### src/rtl/transformation_engine.sv
// Single-MAC dense matrix product FM_WM = FEATURE x WEIGHT, written column-major
// into the scratchpad consumed by the combination stage.
module transformation_engine #(
  parameter int FEATURE_ROWS       = 6,
  parameter int FEATURE_COLS       = 96,
  parameter int WEIGHT_COLS        = 3,
  parameter int DATA_WIDTH         = 5,
  parameter int DOT_PROD_WIDTH     = 16,
  parameter int FEATURE_ADDR_WIDTH = $clog2(FEATURE_ROWS*FEATURE_COLS),
  parameter int WEIGHT_ADDR_WIDTH  = $clog2(FEATURE_COLS*WEIGHT_COLS),
  parameter int ROW_WIDTH          = $clog2(FEATURE_ROWS),
  parameter int COL_WIDTH          = $clog2(WEIGHT_COLS)
) (
  input  logic                          clk,
  input  logic                          reset,
  input  logic                          start,
  output logic                          feature_read_enable,
  output logic [FEATURE_ADDR_WIDTH-1:0] feature_read_addr,
  input  logic [DATA_WIDTH-1:0]         feature_data,
  output logic                          weight_read_enable,
  output logic [WEIGHT_ADDR_WIDTH-1:0]  weight_read_addr,
  input  logic [DATA_WIDTH-1:0]         weight_data,
  output logic                          fm_wm_write_enable,
  output logic [ROW_WIDTH-1:0]          fm_wm_row,
  output logic [COL_WIDTH-1:0]          fm_wm_col,
  output logic [DOT_PROD_WIDTH-1:0]     fm_wm_data,
  output logic                          done_trans
);

  localparam int K_WIDTH = (FEATURE_COLS > 1) ? $clog2(FEATURE_COLS) : 1;

  localparam logic [K_WIDTH-1:0]            K_LAST = K_WIDTH'(FEATURE_COLS - 1);
  localparam logic [ROW_WIDTH-1:0]          R_LAST = ROW_WIDTH'(FEATURE_ROWS - 1);
  localparam logic [COL_WIDTH-1:0]          C_LAST = COL_WIDTH'(WEIGHT_COLS - 1);
  localparam logic [FEATURE_ADDR_WIDTH-1:0] FC_A   = FEATURE_ADDR_WIDTH'(FEATURE_COLS);
  localparam logic [WEIGHT_ADDR_WIDTH-1:0]  WC_A   = WEIGHT_ADDR_WIDTH'(WEIGHT_COLS);

  typedef enum logic [2:0] {
    S_IDLE,
    S_READ,
    S_DRAIN,
    S_WRITE,
    S_DONE
  } state_t;

  state_t                    state_q, state_d;
  logic [K_WIDTH-1:0]        k_q, k_d;
  logic [ROW_WIDTH-1:0]      r_q, r_d;
  logic [COL_WIDTH-1:0]      c_q, c_d;
  logic [DOT_PROD_WIDTH-1:0] acc_q, acc_d;
  logic                      rd_valid_q, rd_valid_d;

  logic                      rd_en;
  logic                      wr_en;
  logic [2*DATA_WIDTH-1:0]   prod;

  assign prod = {{DATA_WIDTH{1'b0}}, feature_data} * {{DATA_WIDTH{1'b0}}, weight_data};

  always_ff @(posedge clk or posedge reset) begin
    if (reset) begin
      state_q    <= S_IDLE;
      k_q        <= '0;
      r_q        <= '0;
      c_q        <= '0;
      acc_q      <= '0;
      rd_valid_q <= 1'b0;
    end else begin
      state_q    <= state_d;
      k_q        <= k_d;
      r_q        <= r_d;
      c_q        <= c_d;
      acc_q      <= acc_d;
      rd_valid_q <= rd_valid_d;
    end
  end

  always_comb begin
    state_d    = state_q;
    k_d        = k_q;
    r_d        = r_q;
    c_d        = c_q;
    acc_d      = acc_q;
    rd_en      = 1'b0;
    wr_en      = 1'b0;
    done_trans = 1'b0;

    // Read data lags its strobe by one cycle, so the MAC keys off the registered strobe.
    if (rd_valid_q) begin
      acc_d = acc_q + DOT_PROD_WIDTH'(prod);
    end

    unique case (state_q)
      S_IDLE: begin
        if (start) begin
          state_d = S_READ;
          k_d     = '0;
          r_d     = '0;
          c_d     = '0;
          acc_d   = '0;
        end
      end
      S_READ: begin
        rd_en = 1'b1;
        if (k_q == K_LAST) begin
          state_d = S_DRAIN;
        end else begin
          k_d = k_q + 1'b1;
        end
      end
      S_DRAIN: begin
        state_d = S_WRITE;
      end
      S_WRITE: begin
        wr_en = 1'b1;
        acc_d = '0;
        k_d   = '0;
        if (r_q == R_LAST && c_q == C_LAST) begin
          state_d = S_DONE;
          r_d     = '0;
          c_d     = '0;
        end else if (r_q == R_LAST) begin
          state_d = S_READ;
          r_d     = '0;
          c_d     = c_q + 1'b1;
        end else begin
          state_d = S_READ;
          r_d     = r_q + 1'b1;
        end
      end
      S_DONE: begin
        done_trans = 1'b1;
      end
      default: begin
        state_d = S_IDLE;
      end
    endcase

    rd_valid_d = rd_en;

    feature_read_enable = rd_en;
    weight_read_enable  = rd_en;
    feature_read_addr   = '0;
    weight_read_addr    = '0;
    if (rd_en) begin
      feature_read_addr = FEATURE_ADDR_WIDTH'(r_q) * FC_A + FEATURE_ADDR_WIDTH'(k_q);
      weight_read_addr  = WEIGHT_ADDR_WIDTH'(k_q) * WC_A + WEIGHT_ADDR_WIDTH'(c_q);
    end

    fm_wm_write_enable = wr_en;
    fm_wm_row          = wr_en ? r_q : '0;
    fm_wm_col          = wr_en ? c_q : '0;
    fm_wm_data         = wr_en ? acc_q : '0;
  end

endmodule

### config.mk
export PLATFORM = sky130hd
export DESIGN_NAME = transformation_engine
export DESIGN_NICKNAME = d
export VERILOG_FILES = /design/src/rtl/transformation_engine.sv
export SDC_FILE = /design/constraint.sdc
export NUM_CORES = 1
export LEC_CHECK = 0
export CAP_MARGIN = 10
export CELL_PAD_IN_SITES_DETAIL_PLACEMENT = 0
export CELL_PAD_IN_SITES_GLOBAL_PLACEMENT = 2
export CORE_MARGIN = 2
export CORE_UTILIZATION = 27
export CTS_BUF_LIST = sky130_fd_sc_hd__clkbuf_16
export DETAILED_ROUTE_END_ITERATION = 7
export GPL_TIMING_DRIVEN = 0
export PLACE_DENSITY = 0.71
export REMOVE_ABC_BUFFERS = 1
export SLEW_MARGIN = 20
export SYNTH_ARGS = -nofsm -noshare
export SYNTH_HDL_FRONTEND = slang
export SYNTH_SLANG_ARGS = --single-unit
### constraint.sdc
create_clock -name clk -period 3.57 [get_ports clk]
set_input_delay 0.5355 -clock clk [delete_from_list [all_inputs] [get_ports clk]]
set_output_delay 0.5355 -clock clk [all_outputs]
set_load 0.005 [all_outputs]
## Word level (Yosys, flattened, before mapping)

Index checks and enable logic that the tools add are counted.

| word-level totals | value |
|---|---|
| register bits | 32 |
| logic and storage cells | 61 |
| input port bits | 13 |

| cells by class | value |
|---|---|
| bitwise operators | 1 |
| reduce and logical (&&, ||, !) cells | 8 |
| multipliers | 3 |
| add/sub/neg operators | 6 |
| eq/ne operators | 11 |
| mux-type cells | 26 |

Operators with widths:

| operator | number |
|---|---|
| 16-bit two-way mux | 3 |
| 16-bit one-hot mux with 2 select lines | 1 |
| 3-bit two-way mux | 7 |
| 7-bit one-hot mux with 3 select lines | 1 |
| 16-bit by 10-bit adder with 16-bit output | 1 |
| 3-bit one-hot mux with 5 select lines | 1 |
| 7-bit two-way mux | 2 |
| 10-bit by 7-bit adder with 10-bit output | 1 |
| 5-bit by 5-bit multiplier with 10-bit output | 1 |
| 10-bit two-way mux | 1 |
| 9-bit by 2-bit adder with 9-bit output | 1 |
| 7-bit by 2-bit multiplier with 9-bit output, second input constant | 1 |
| 9-bit two-way mux | 1 |
| 3-bit AND reduction | 3 |
| 2-bit two-way mux | 4 |
| 7-bit by 1-bit adder with 7-bit output, second input constant | 1 |
| 7-bit equality test, second input constant | 1 |
| 3-bit by 2-bit equality test with 1-bit output, second input constant | 2 |
| 3-bit equality test, second input constant | 2 |
| 2-bit != test, second input constant | 3 |
| 3-bit one-hot mux with 2 select lines | 1 |
| 3-bit by 2-bit multiplier with 5-bit output, second input constant | 1 |
| 2-bit one-hot mux with 2 select lines | 1 |
| 3-bit by 1-bit adder with 3-bit output, second input constant | 1 |
| 11 further kinds | 13 |

## Depth between registers and ports, before layout

Gate-level depths: netlist of run 1.

| depth | value |
|---|---|
| word-level depth | 5 |
| gate-level depth with buffers | 13 |
| gate-level depth less buffers | 13 |

## Worst setup path before layout of run 1

Ideal clock, no wire load.

| timing | value |
|---|---|
| kind | input to register |
| from | input feature_data[2] |
| to | register acc_q[12] |
| path slack | -0.121 ns |
| stages | 12 |
| library setup time | 0.134 ns |
| data arrival time | 3.557 ns |
| data required time | 3.436 ns |
| cell sequence | and2_1 > fa_1 > fa_1 > inv_1 > fa_1 > inv_1 > ha_1 > nand4_1 > a2111oi_2 > o311ai_0 > xor2_1 > nor2_1 |

| on the way | value |
|---|---|
| word-level cells in the longest chain between the ends | 5 |

RTL lines:

| element | line | source |
|---|---|---|
| from (decl) | 19 | `input logic [DATA_WIDTH-1:0] feature_data,` |
| 5-bit by 5-bit multiplier with 10-bit output (*) | 57 | `assign prod = {{DATA_WIDTH{1'b0}}, feature_data} * {{DATA_WIDTH{1'b0}}, weight_data};` |
| 16-bit by 10-bit adder with 16-bit output (*) | 89 | `acc_d = acc_q + DOT_PROD_WIDTH'(prod);` |
| 16-bit two-way mux (*) | 88 | `if (rd_valid_q) begin` |
| 16-bit two-way mux | 94 | `if (start) begin` |
| 16-bit one-hot mux with 2 select lines (*) | 92 | `unique case (state_q)` |
| net acc_d[12] | 50 | `logic [DOT_PROD_WIDTH-1:0] acc_q, acc_d;` |
| to (signal assigned) | 65 | `acc_q <= '0;` |
| to (signal assigned) | 72 | `acc_q <= acc_d;` |
| to (decl) | 50 |  |

Mark *: on every way through the listed nets, which the timed path passes. The rest lies on a longest branch.
A chain may end at the register's enable or synchronous reset.

## Final worst setup path of run 1

| timing | value |
|---|---|
| from | input weight_data[2] |
| to | register acc_q[10] |

| on the way | value |
|---|---|
| word-level cells in the longest chain between the ends | 5 |

RTL lines:

| element | line | source |
|---|---|---|
| from (decl) | 22 | `input logic [DATA_WIDTH-1:0] weight_data,` |
| 5-bit by 5-bit multiplier with 10-bit output (*) | 57 |  |
| 16-bit by 10-bit adder with 16-bit output (*) | 89 |  |
| 16-bit two-way mux (*) | 88 |  |
| 16-bit two-way mux | 94 |  |
| 16-bit one-hot mux with 2 select lines (*) | 92 |  |
| net acc_d[10] | 50 |  |

Marked as above.

==> results of run 1 <==
[final cells by class]
cell class	instances	share of cell area
multi-input cells	298	0.5640
repair buffers	63	0.1352
clock buffers	5	0.02806
well taps	168	0.04714
clock inverters	3	0.004209
inverters	49	0.04125
flip-flops and latches	32	0.1801
[cell usage in the layout (no fill, tap or decap), types with 9 or more instances in the layout]
cell type and count:
buf_4 9, clkdlybuf4s50_1 46, dfrtp_1 30, o21ai_0 14
nor2_1 33, and2_1 34, xor2_1 9, nand2_1 29
ha_1 38, xnor2_1 10, inv_1 47, fa_1 18
nor3_1 15
[how the worst min path moves through the flow]
stage	startpoint	end	slack (ns)
after floorplan	acc_q[4]	acc_q[4]	0.49
after global placement	acc_q[4]	acc_q[4]	0.51
after detailed placement	acc_q[15]	acc_q[15]	0.52
after CTS	acc_q[4]	acc_q[4]	0.53
after global routing	acc_q[4]	acc_q[4]	0.57
final	acc_q[4]	acc_q[4]	0.53
[state kept, by name (all words and copies together) (netlist names)]
signal      cells
acc_q          16
k_q             7
state_q         3
r_q             3
rd_valid_q      1
c_q             2
[repair_timing]
item,CTS,global route
gates resized for setup,55,27
buffers inserted,5,2
endpoints found under the setup margin,13,11
pin swaps,12,10
hold buffers,0,0
[power groups by stage]
stage | Combinational [W] | Clock (W) | Sequential (W)
4_1_cts | 0.00167 | 0.000429 | 0.000531
5_1_grt | 0.00198 | 0.000448 | 0.000546
3_3_place_gp | 0.00136 | 0 | 0.000536
3_5_place_dp | 0.00137 | 0 | 0.000535
2_1_floorplan | 0.00109 | 0 | 0.000514
6_report | 0.00175 | 0.000423 | 0.000530
[metrics by stage]
stage               cell area [um^2]  setup slack, ns  utilization
detailed placement              4118           -1.020       0.3400
CTS                             4389        0.0004465       0.3624
global placement                4104           -1.069       0.3388
finish                          4459         0.005240       0.3682
floorplan                       3333          -0.1666            -
global route                    4459          -0.1053       0.3682
[worst min-delay path: stages (launching register included)]
cell	delay, ns
dfrtp_1	0.34
mux2i_1	0.07
nor2_1	0.08
[logic make-up after synthesis]
| logic type | Yosys count | share of synthesized area |
|---|---|---|
| DFF | 32 | 0.2369 |
| and+or+nand+nor | 155 | 0.2347 |
| muxes | 8 | 0.02407 |
| buffers and inverters | 60 | 0.06812 |
| xor gates and xnor gates | 19 | 0.04924 |
| adders and majority gates | 62 | 0.2762 |
| AOI/OAI and AO/OA | 54 | 0.1107 |
[per-layer routing]
metal	GRT usage	vias up	wire length (um)
met1	0.1815	1379	4097
met3	0.01831	2	228
met2	0.2238	36	4084
met4	0.01667	0	27
li1	-	1428	-
met5	0	-	0
==> results.json, run 1 <==
{
  "status": "finished, final reports clean",
  "p_switching_w": 0.001185,
  "worstSetupPathDepth": 14,
  "cts_buffers": 5,
  "die-area_um2": 13430,
  "maxCapViolCount": 0,
  "synth_area_um2": 3379,
  "die-width_um": 115.9,
  "cts_buffer_depth": 2,
  "path_clk_slew_ns": 0.06,
  "synth.avg_cell_area_um2": 8.665,
  "max_stage_delay_ns": 0.52,
  "slew_violations": 0,
  "end_kind": "flip-flop",
  "yosys_most_used_dff": "dfrtp_1",
  "first_global_vias": 2825,
  "min_period_ns": 3.565,
  "path_delay_family": "adder cells",
  "p_int_w": 0.001516,
  "die_h_um": 115.9,
  "grt_pass1_wl_um": 14030,
  "hold_path.class": "reg -> reg",
  "drtAntennaViolNets": 0,
  "n_antenna_cell": 0,
  "fp-row-count": 40,
  "hold_viol": 0,
  "critPathLaunchType": "input port",
  "place_inst": 603,
  "fin_setup_tns_ns": 0,
  "drcViolationCount": 0,
  "fin_nets": 524,
  "first_pass_iters": 4,
  "wl_per_cell_um": 13.65,
  "netlist_top_cells_count": "inv_1, ha_1, and2_1, nor2_1, dfrtp_1",
  "synth_top_cell_area_share": 0.2369,
  "comb_power_share": 0.647,
  "grt_setup_unrepaired": "yes",
  "ys_ff_latch": 32,
  "skew_ns": 0.004225,
  "fmax_ghz": 0.2805,
  "synthArstFlopShare": 1.000,
  "numPortBuffers": 56,
  "layout.cells.non_filler": 618,
  "p_leak_nw": 2.066,
  "clockPowerShare": 0.156,
  "slew-limit-headroom": 0.4124,
  "cts_tree": "built",
  "rr_startpoint": "acc_q[4]",
  "yosys-top-cells-area": "dfrtp_1, ha_1, fa_1, and2_1, inv_1",
  "critPathArrivalTime_ns": 3.69,
  "yosysWarnings": 0,
  "reg2reg_setup_slack_ns": 0.21,
  "synth_edf_count": 0,
  "ir_worst_vdd_mv": 0.4363,
  "pwr_density_cell_nw_per_um2": 605.8,
  "viasPerCell": 4.604,
  "critPathSlowestCell": "fa_1",
  "io-pin-count": 57,
  "antenna_found_initial": 0,
  "coreArea_um2": 12110,
  "min_period_over_period": 0.9985,
  "initial_core_util": 0.2790,
  "worst-path-max-fanout": 5,
  "insertion_delay_ns": 0.28,
  "seq_area_um2": 803.3,
  "p_seq_frac": 0.196,
  "multi_input_area_um2": 2515,
  "reg2reg_depth": 12,
  "cpMostUsedCell": "fa_1",
  "switching_share": 0.4388,
  "crit_type": "in -> reg",
  "crit_buf_inv": 4,
  "vias": 2845,
  "gp_congestion": 0.7839,
  "overflow": 0,
  "timing.hold.ws_ns": 0.5289,
  "worst_pin_slew_ns": 0.8814,
  "n_fill_cell": 1313,
  "cp-endpoint": "acc_q[10]",
  "drtIter0Drc": 97,
  "synth.most_common_cell": "inv_1",
  "cp.required_ns": 3.69,
  "cp-startpoint": "weight_data[2]",
  "root_buffer": "clkbuf_16",
  "place_hpwl_um": 6455,
  "area_growth_pct": 31.95,
  "grt_usage": 0.1309,
  "r2r_end": "acc_q[10]",
  "synth_cells": 390,
  "ys_seq_area_frac": 0.2369,
  "power.total_w": 0.002701,
  "worstHoldPathCells": 2,
  "drive_gt1_frac": 0.1444,
  "path_cells": "buf_8 > and2_4 > fa_1 > fa_1 > inv_1 > fa_1 > inv_2 > ha_4 > nand4_1 > a2111oi_4 > buf_4 > nor2_2 > nand3_1 > o32ai_2",
  "synthDistinctLibCells": 44,
  "finalWirelength_um": 8438,
  "clkSinkCount": 32,
  "setup_violations": 0,
  "grt_max_degree": 33,
  "h-tree-depth": 2,
  "synth_top_area_cell": "dfrtp_1"
}
Power figures use the tool's default switching activity.
==> run 2, diff against run 1 <==
--- a/config.mk
+++ b/config.mk
@@ -6,14 +6,12 @@
 export NUM_CORES = 1
 export LEC_CHECK = 0
 export CAP_MARGIN = 10
-export CELL_PAD_IN_SITES_DETAIL_PLACEMENT = 0
-export CELL_PAD_IN_SITES_GLOBAL_PLACEMENT = 2
 export CORE_MARGIN = 2
 export CORE_UTILIZATION = 27
 export CTS_BUF_LIST = sky130_fd_sc_hd__clkbuf_16
 export DETAILED_ROUTE_END_ITERATION = 7
 export GPL_TIMING_DRIVEN = 0
-export PLACE_DENSITY = 0.71
+export PLACE_DENSITY = 0.47
 export REMOVE_ABC_BUFFERS = 1
 export SLEW_MARGIN = 20
 export SYNTH_ARGS = -nofsm -noshare
==> run 2 against run 1 <==
Effect of this change: clock-buffer cell count stayed put; cell count is 0.32% higher; maximum frequency is 1.7% higher; global-route usage hardly changed; highest routed layer unchanged; sequential share of layout area hardly changed; final area is 0.11% lower.
==> results.json, run 2 (synthesized netlist as in run 1, its figures left out) <==
{
  "status": "finished, final reports clean",
  "place_area_um2": 4118,
  "grt_setup_unrepaired": "yes",
  "path_clk_slew_ns": 0.05,
  "clkSinkCount": 32,
  "drtAntennaViolNets": 0,
  "dp_slack_ns": -0.9965,
  "p_seq_frac": 0.193,
  "grt_max_degree": 33,
  "area_growth_pct": 31.80,
  "cts_buffer_depth": 2,
  "numPortBuffers": 56,
  "fin_nets": 526,
  "drtIter0Drc": 62,
  "vias": 2814,
  "final_cell_mix": "inv_1, clkdlybuf4s50_1, ha_1",
  "fin_setup_tns_ns": 0,
  "io-pin-count": 57,
  "critPathSlowestCell": "or4b_2",
  "die_h_um": 115.9,
  "fmax_ghz": 0.2852,
  "cpMostUsedCell": "fa_1",
  "ir_worst_vdd_mv": 0.3018,
  "h-tree-depth": 2,
  "skew_ns": 0.006349,
  "largest_reg_flops": 16,
  "cts_tree": "built",
  "hold_viol": 0,
  "comb_power_share": 0.651,
  "grt_pass1_wl_um": 14030,
  "p_switching_w": 0.001168,
  "grt_usage": 0.1311,
  "p_leak_nw": 2.043,
  "crit_type": "in -> reg",
  "finalWorstSetupSlack_ns": 0.06354,
  "power.total_w": 0.002723,
  "pwr_density_cell_nw_per_um2": 611.3,
  "max_stage_delay_ns": 0.61,
  "first_global_vias": 2841,
  "die-width_um": 115.9,
  "final_cell_area_um2": 4454,
  "worst_pin_slew_ns": 0.8623,
  "switching_share": 0.4290,
  "setup_violations": 0,
  "cts_buffers": 5,
  "drcViolationCount": 0,
  "clockPowerShare": 0.156,
  "hold_path.class": "reg -> reg",
  "cts_hold_buf": 0,
  "min_period_ns": 3.506,
  "reg2reg_setup_slack_ns": 0.18,
  "p_int_w": 0.001555,
  "insertion_delay_ns": 0.28,
  "critPathLaunchType": "input port",
  "die-area_um2": 13430,
  "slew-limit-headroom": 0.4251,
  "worst-path-max-fanout": 5,
  "wl_per_cell_um": 13.43,
  "maxCapViolCount": 0,
  "place_hpwl_um": 6273,
  "critPathArrivalTime_ns": 3.72,
  "slew_violations": 0,
  "gp_congestion": 0.7553,
  "fp-row-count": 40,
  "cp.required_ns": 3.78,
  "finalWirelength_um": 8326,
  "viasPerCell": 4.539,
  "end_kind": "flip-flop",
  "coreArea_um2": 12110,
  "layout_commonest_cell": "inv_1",
  "n_antenna_cell": 0,
  "min_period_over_period": 0.9822,
  "top_register": "acc_q",
  "initial_core_util": 0.2790,
  "path_cells": "buf_2 > and2_4 > fa_1 > fa_1 > inv_1 > fa_1 > inv_1 > ha_4 > o21ai_4 > nor2_4 > o21ai_1 > or4b_2 > nand3_1",
  "drive_gt1_frac": 0.1482,
  "root_buffer": "clkbuf_16",
  "overflow": 0,
  "antenna_found_initial": 0,
  "first_pass_iters": 4,
  "reg_top3": "acc_q (16), k_q (7)"
}
==> run 2: cell count changes in the layout (fill, tap and decap cells not counted), sizes merged <==
cell,before,now
clkdlybuf4s15,2,1
buf,14,17
clkdlybuf4s50,46,45
dlymetal6s2s,0,1
==> run 2: final timing paths <==
path	start	endpoint	depth (start not counted)
worst min register to register	acc_q[4]	acc_q[4]	2
max in group asynchronous	reset	k_q[1]	2
worst max register to register	acc_q[3]	acc_q[5]	17
worst max-delay path	weight_data[2]	acc_q[7]	13
min in group asynchronous	reset	k_q[0]	2
worst min-delay path	acc_q[4]	acc_q[4]	2
==> run 2: power groups by stage <==
stage / Sequential (W) / Clock [W] / Combinational (W)
after CTS: 0.000529 / 0.000434 / 0.00165
after floorplan: 0.000514 / 0 / 0.00109
after global placement: 0.000534 / 0 / 0.00134
final: 0.000526 / 0.000425 / 0.00177
after detailed placement: 0.000535 / 0 / 0.00135
after global routing: 0.000540 / 0.000449 / 0.00202
==> run 2: timing repair <==
item | 4_1_cts | 5_1_grt
gates resized for setup | 56 | 27
pin swaps | 11 | 14
setup endpoints to repair | 13 | 12
setup buffers | 8 | 1
cloned | 0 | 0
==> run 2: critical path, delay by kind of cell <==
family                   cells  cell delay (ns)
AND/OR/NAND/NOR              4             0.99
buffers and inverters        3             0.24
adder cells (fa/ha/maj)      4             1.80
AO/OA/AOI/OAI                2             0.14
==> run 2: metrics by stage <==
| step | util | cells | hold slack, ns |
|---|---|---|---|
| CTS | 0.3623 | 619 | 0.5369 |
| detailed placement | 0.3400 | 603 | 0.5237 |
| floorplan | - | 379 | 0.4863 |
| global placement | 0.3388 | 603 | 0.5091 |
| global route | 0.3678 | 620 | 0.5707 |
| finish | 0.3678 | 620 | 0.5404 |
==> run 2: final cells by class <==
class | instances | area, um^2
multi-input cells | 298 | 2515
well taps | 168 | 210.2
clock inverters | 3 | 18.77
flip-flops and latches | 32 | 803.3
clock buffers | 5 | 125.1
fillers | 1289 | 7657
inverters | 49 | 183.9
repair buffers | 65 | 598.1
==> run 2: metal layers <==
layer / GRT usage / up-vias / part of all wire
met2: 0.2160 / 34 / 0.48
met1: 0.1801 / 1343 / 0.48
li1: - / 1427 / -
met4: 0.03492 / 0 / 0.013
met5: 0 / - / 0
met3: 0.01987 / 10 / 0.027
==> run 3, diff against run 2 <==
--- a/config.mk
+++ b/config.mk
@@ -7,11 +7,12 @@
 export LEC_CHECK = 0
 export CAP_MARGIN = 10
 export CORE_MARGIN = 2
-export CORE_UTILIZATION = 27
+export CORE_UTILIZATION = 49
 export CTS_BUF_LIST = sky130_fd_sc_hd__clkbuf_16
 export DETAILED_ROUTE_END_ITERATION = 7
+export GPL_ROUTABILITY_DRIVEN = 0
 export GPL_TIMING_DRIVEN = 0
-export PLACE_DENSITY = 0.47
+export PLACE_DENSITY = 0.76
 export REMOVE_ABC_BUFFERS = 1
 export SLEW_MARGIN = 20
 export SYNTH_ARGS = -nofsm -noshare
==> run 3 against run 2 <==
Effect of this change: the run now ends with negative setup slack left; clock-buffer cell count did not move; sequential share of layout area up 0.21 points; hold slack worse by 0.0024 ns; maximum frequency shrank 1.9%; largest power group unchanged.
==> results.json, run 3 (synthesized netlist as in run 1, its figures left out) <==
{
  "largest_reg_flops": 16,
  "worst_pin_slew_ns": 0.8265,
  "end_kind": "flip-flop",
  "grt_pass1_wl_um": 13690,
  "cts_hold_buf": 0,
  "first_pass_iters": 4,
  "drive_gt1_frac": 0.1520,
  "area_growth_pct": 30.10,
  "final_core_util": 0.6544,
  "min_period_over_period": 1.002,
  "top_register": "acc_q",
  "grt_usage": 0.2244,
  "reg_top3": "acc_q (16), k_q (7)",
  "die-area_um2": 7577,
  "insertion_delay_ns": 0.27,
  "met3_length_um": 257,
  "pwr_density_cell_nw_per_um2": 673.1,
  "min_period_ns": 3.576,
  "fin_nets": 528,
  "dp_slack_ns": -0.9711,
  "die-width_um": 87.05,
  "final_cell_mix": "inv_1, clkdlybuf4s50_1, ha_1",
  "skew_ns": 0.006292,
  "status": "finished, violations left",
  "cts_tree": "built",
  "root_buffer": "clkbuf_16",
  "drcViolationCount": 0,
  "path_clk_slew_ns": 0.06,
  "first_global_vias": 3007,
  "cts_buffers": 5,
  "critPathArrivalTime_ns": 3.78,
  "critPathLaunchType": "input port",
  "numPortBuffers": 56,
  "initial_core_util": 0.5030,
  "wl_per_cell_um": 15.30,
  "cts_buffer_depth": 2,
  "cp.required_ns": 3.77,
  "p_leak_nw": 2.098,
  "layout_commonest_cell": "inv_1",
  "setup_violations": 1,
  "fp-row-count": 30,
  "violations": "negative setup slack",
  "grt_setup_unrepaired": "yes",
  "finalWorstSetupSlack_ns": -0.005753,
  "place_hpwl_um": 5741,
  "io-pin-count": 57,
  "fin_setup_tns_ns": -0.005753,
  "fmax_ghz": 0.2797,
  "worst-path-max-fanout": 5,
  "finalWirelength_um": 8170,
  "viasPerCell": 5.534,
  "slew-limit-headroom": 0.4490,
  "met1Wirelength_um": 3657,
  "grt_max_degree": 33,
  "coreArea_um2": 6719,
  "h-tree-depth": 2,
  "drtAntennaViolNets": 0,
  "slew_violations": 0,
  "vias": 2955,
  "antenna_found_initial": 0,
  "top_layer": "met4",
  "drtIter0Drc": 213,
  "n_antenna_cell": 0,
  "hold_viol": 0,
  "die_h_um": 87.05,
  "hold_path.class": "reg -> reg",
  "wl_met2_um": 4151,
  "clkSinkCount": 32,
  "crit_type": "in -> reg",
  "overflow": 0,
  "ir_worst_vdd_mv": 0.4805,
  "n_fill_cell": 533,
  "maxCapViolCount": 0
}
## run 3: cell count changes in the layout (fill, tap and decap cells not counted), moves of 2 or more
| cell | previous run | this run |
|---|---|---|
| buf_6 | 1 | 3 |
| clkinv_1 | 0 | 2 |
| clkinv_2 | 2 | 0 |
| nor2_1 | 33 | 31 |
| nor2_2 | 4 | 7 |
## run 3: layout make-up
cell class | count | area (um^2) | area share
Multi-Input combinational cell | 298 | 2524 | 0.5740
Sequential cell | 32 | 802.0 | 0.1824
Tap cell | 80 | 100.1 | 0.02277
Clock inverter | 3 | 37.54 | 0.008537
Clock buffer | 5 | 125.1 | 0.02846
Timing Repair Buffer | 67 | 624.3 | 0.1420
Inverter | 49 | 183.9 | 0.04183
## run 3: metal layers
layer | up-vias | track usage
met5 | - | 0
li1 | 1424 | -
met2 | 66 | 0.3872
met1 | 1457 | 0.2936
met4 | 0 | 0.05682
met3 | 8 | 0.03602
## run 3: final timing paths
kind                                     start        end  slack [ns]  depth (start not counted)
worst min-delay path                  acc_q[4]   acc_q[4]        0.54                          2
min in group asynchronous                reset  acc_q[12]        0.69                          2
max in group asynchronous                reset     k_q[0]        2.40                          2
worst max-delay path            weight_data[1]   acc_q[5]      -0.006                         16
worst min register to register        acc_q[4]   acc_q[4]        0.54                          2
worst max register to register        acc_q[4]   acc_q[5]        0.02                         15
## run 3: repair_timing
| action | in CTS | in global routing |
|---|---|---|
| pin swaps | 14 | 20 |
| gates resized for setup | 59 | 29 |
| endpoints found under the setup margin | 13 | 12 |
| setup buffers | 7 | 3 |
## run 3: per-stage QoR
step                      instances  total power [W]  hold slack [ns]  area (um^2)
after global routing            534         0.003202           0.5741         4397
after CTS                       531         0.002705           0.5471         4307
after detailed placement        516         0.001897           0.5219         4015
final                           534         0.002959           0.5379         4397
after global placement          515         0.001828           0.5036         3994
after floorplan                 379         0.001604           0.4863         3333
## run 3: power breakdown
group          leakage, nW  switching (W)  internal [W]
Clock               0.0789       0.000153      0.000324
Sequential           0.370      0.0000657      0.000463
Combinational         1.65        0.00107      0.000879
Total                 2.10        0.00129       0.00167
## run 3: worst max-delay path, stage by stage
cell and delay, ns:
buf_2 0.13, nand2_1 0.09, fa_1 0.55, fa_1 0.45
fa_1 0.55, inv_1 0.06, ha_4 0.27, o21ai_4 0.20
nor2_2 0.08, buf_4 0.14, buf_4 0.13, buf_4 0.12
buf_4 0.12, nor2_2 0.11, mux2i_1 0.09, nor2_1 0.13
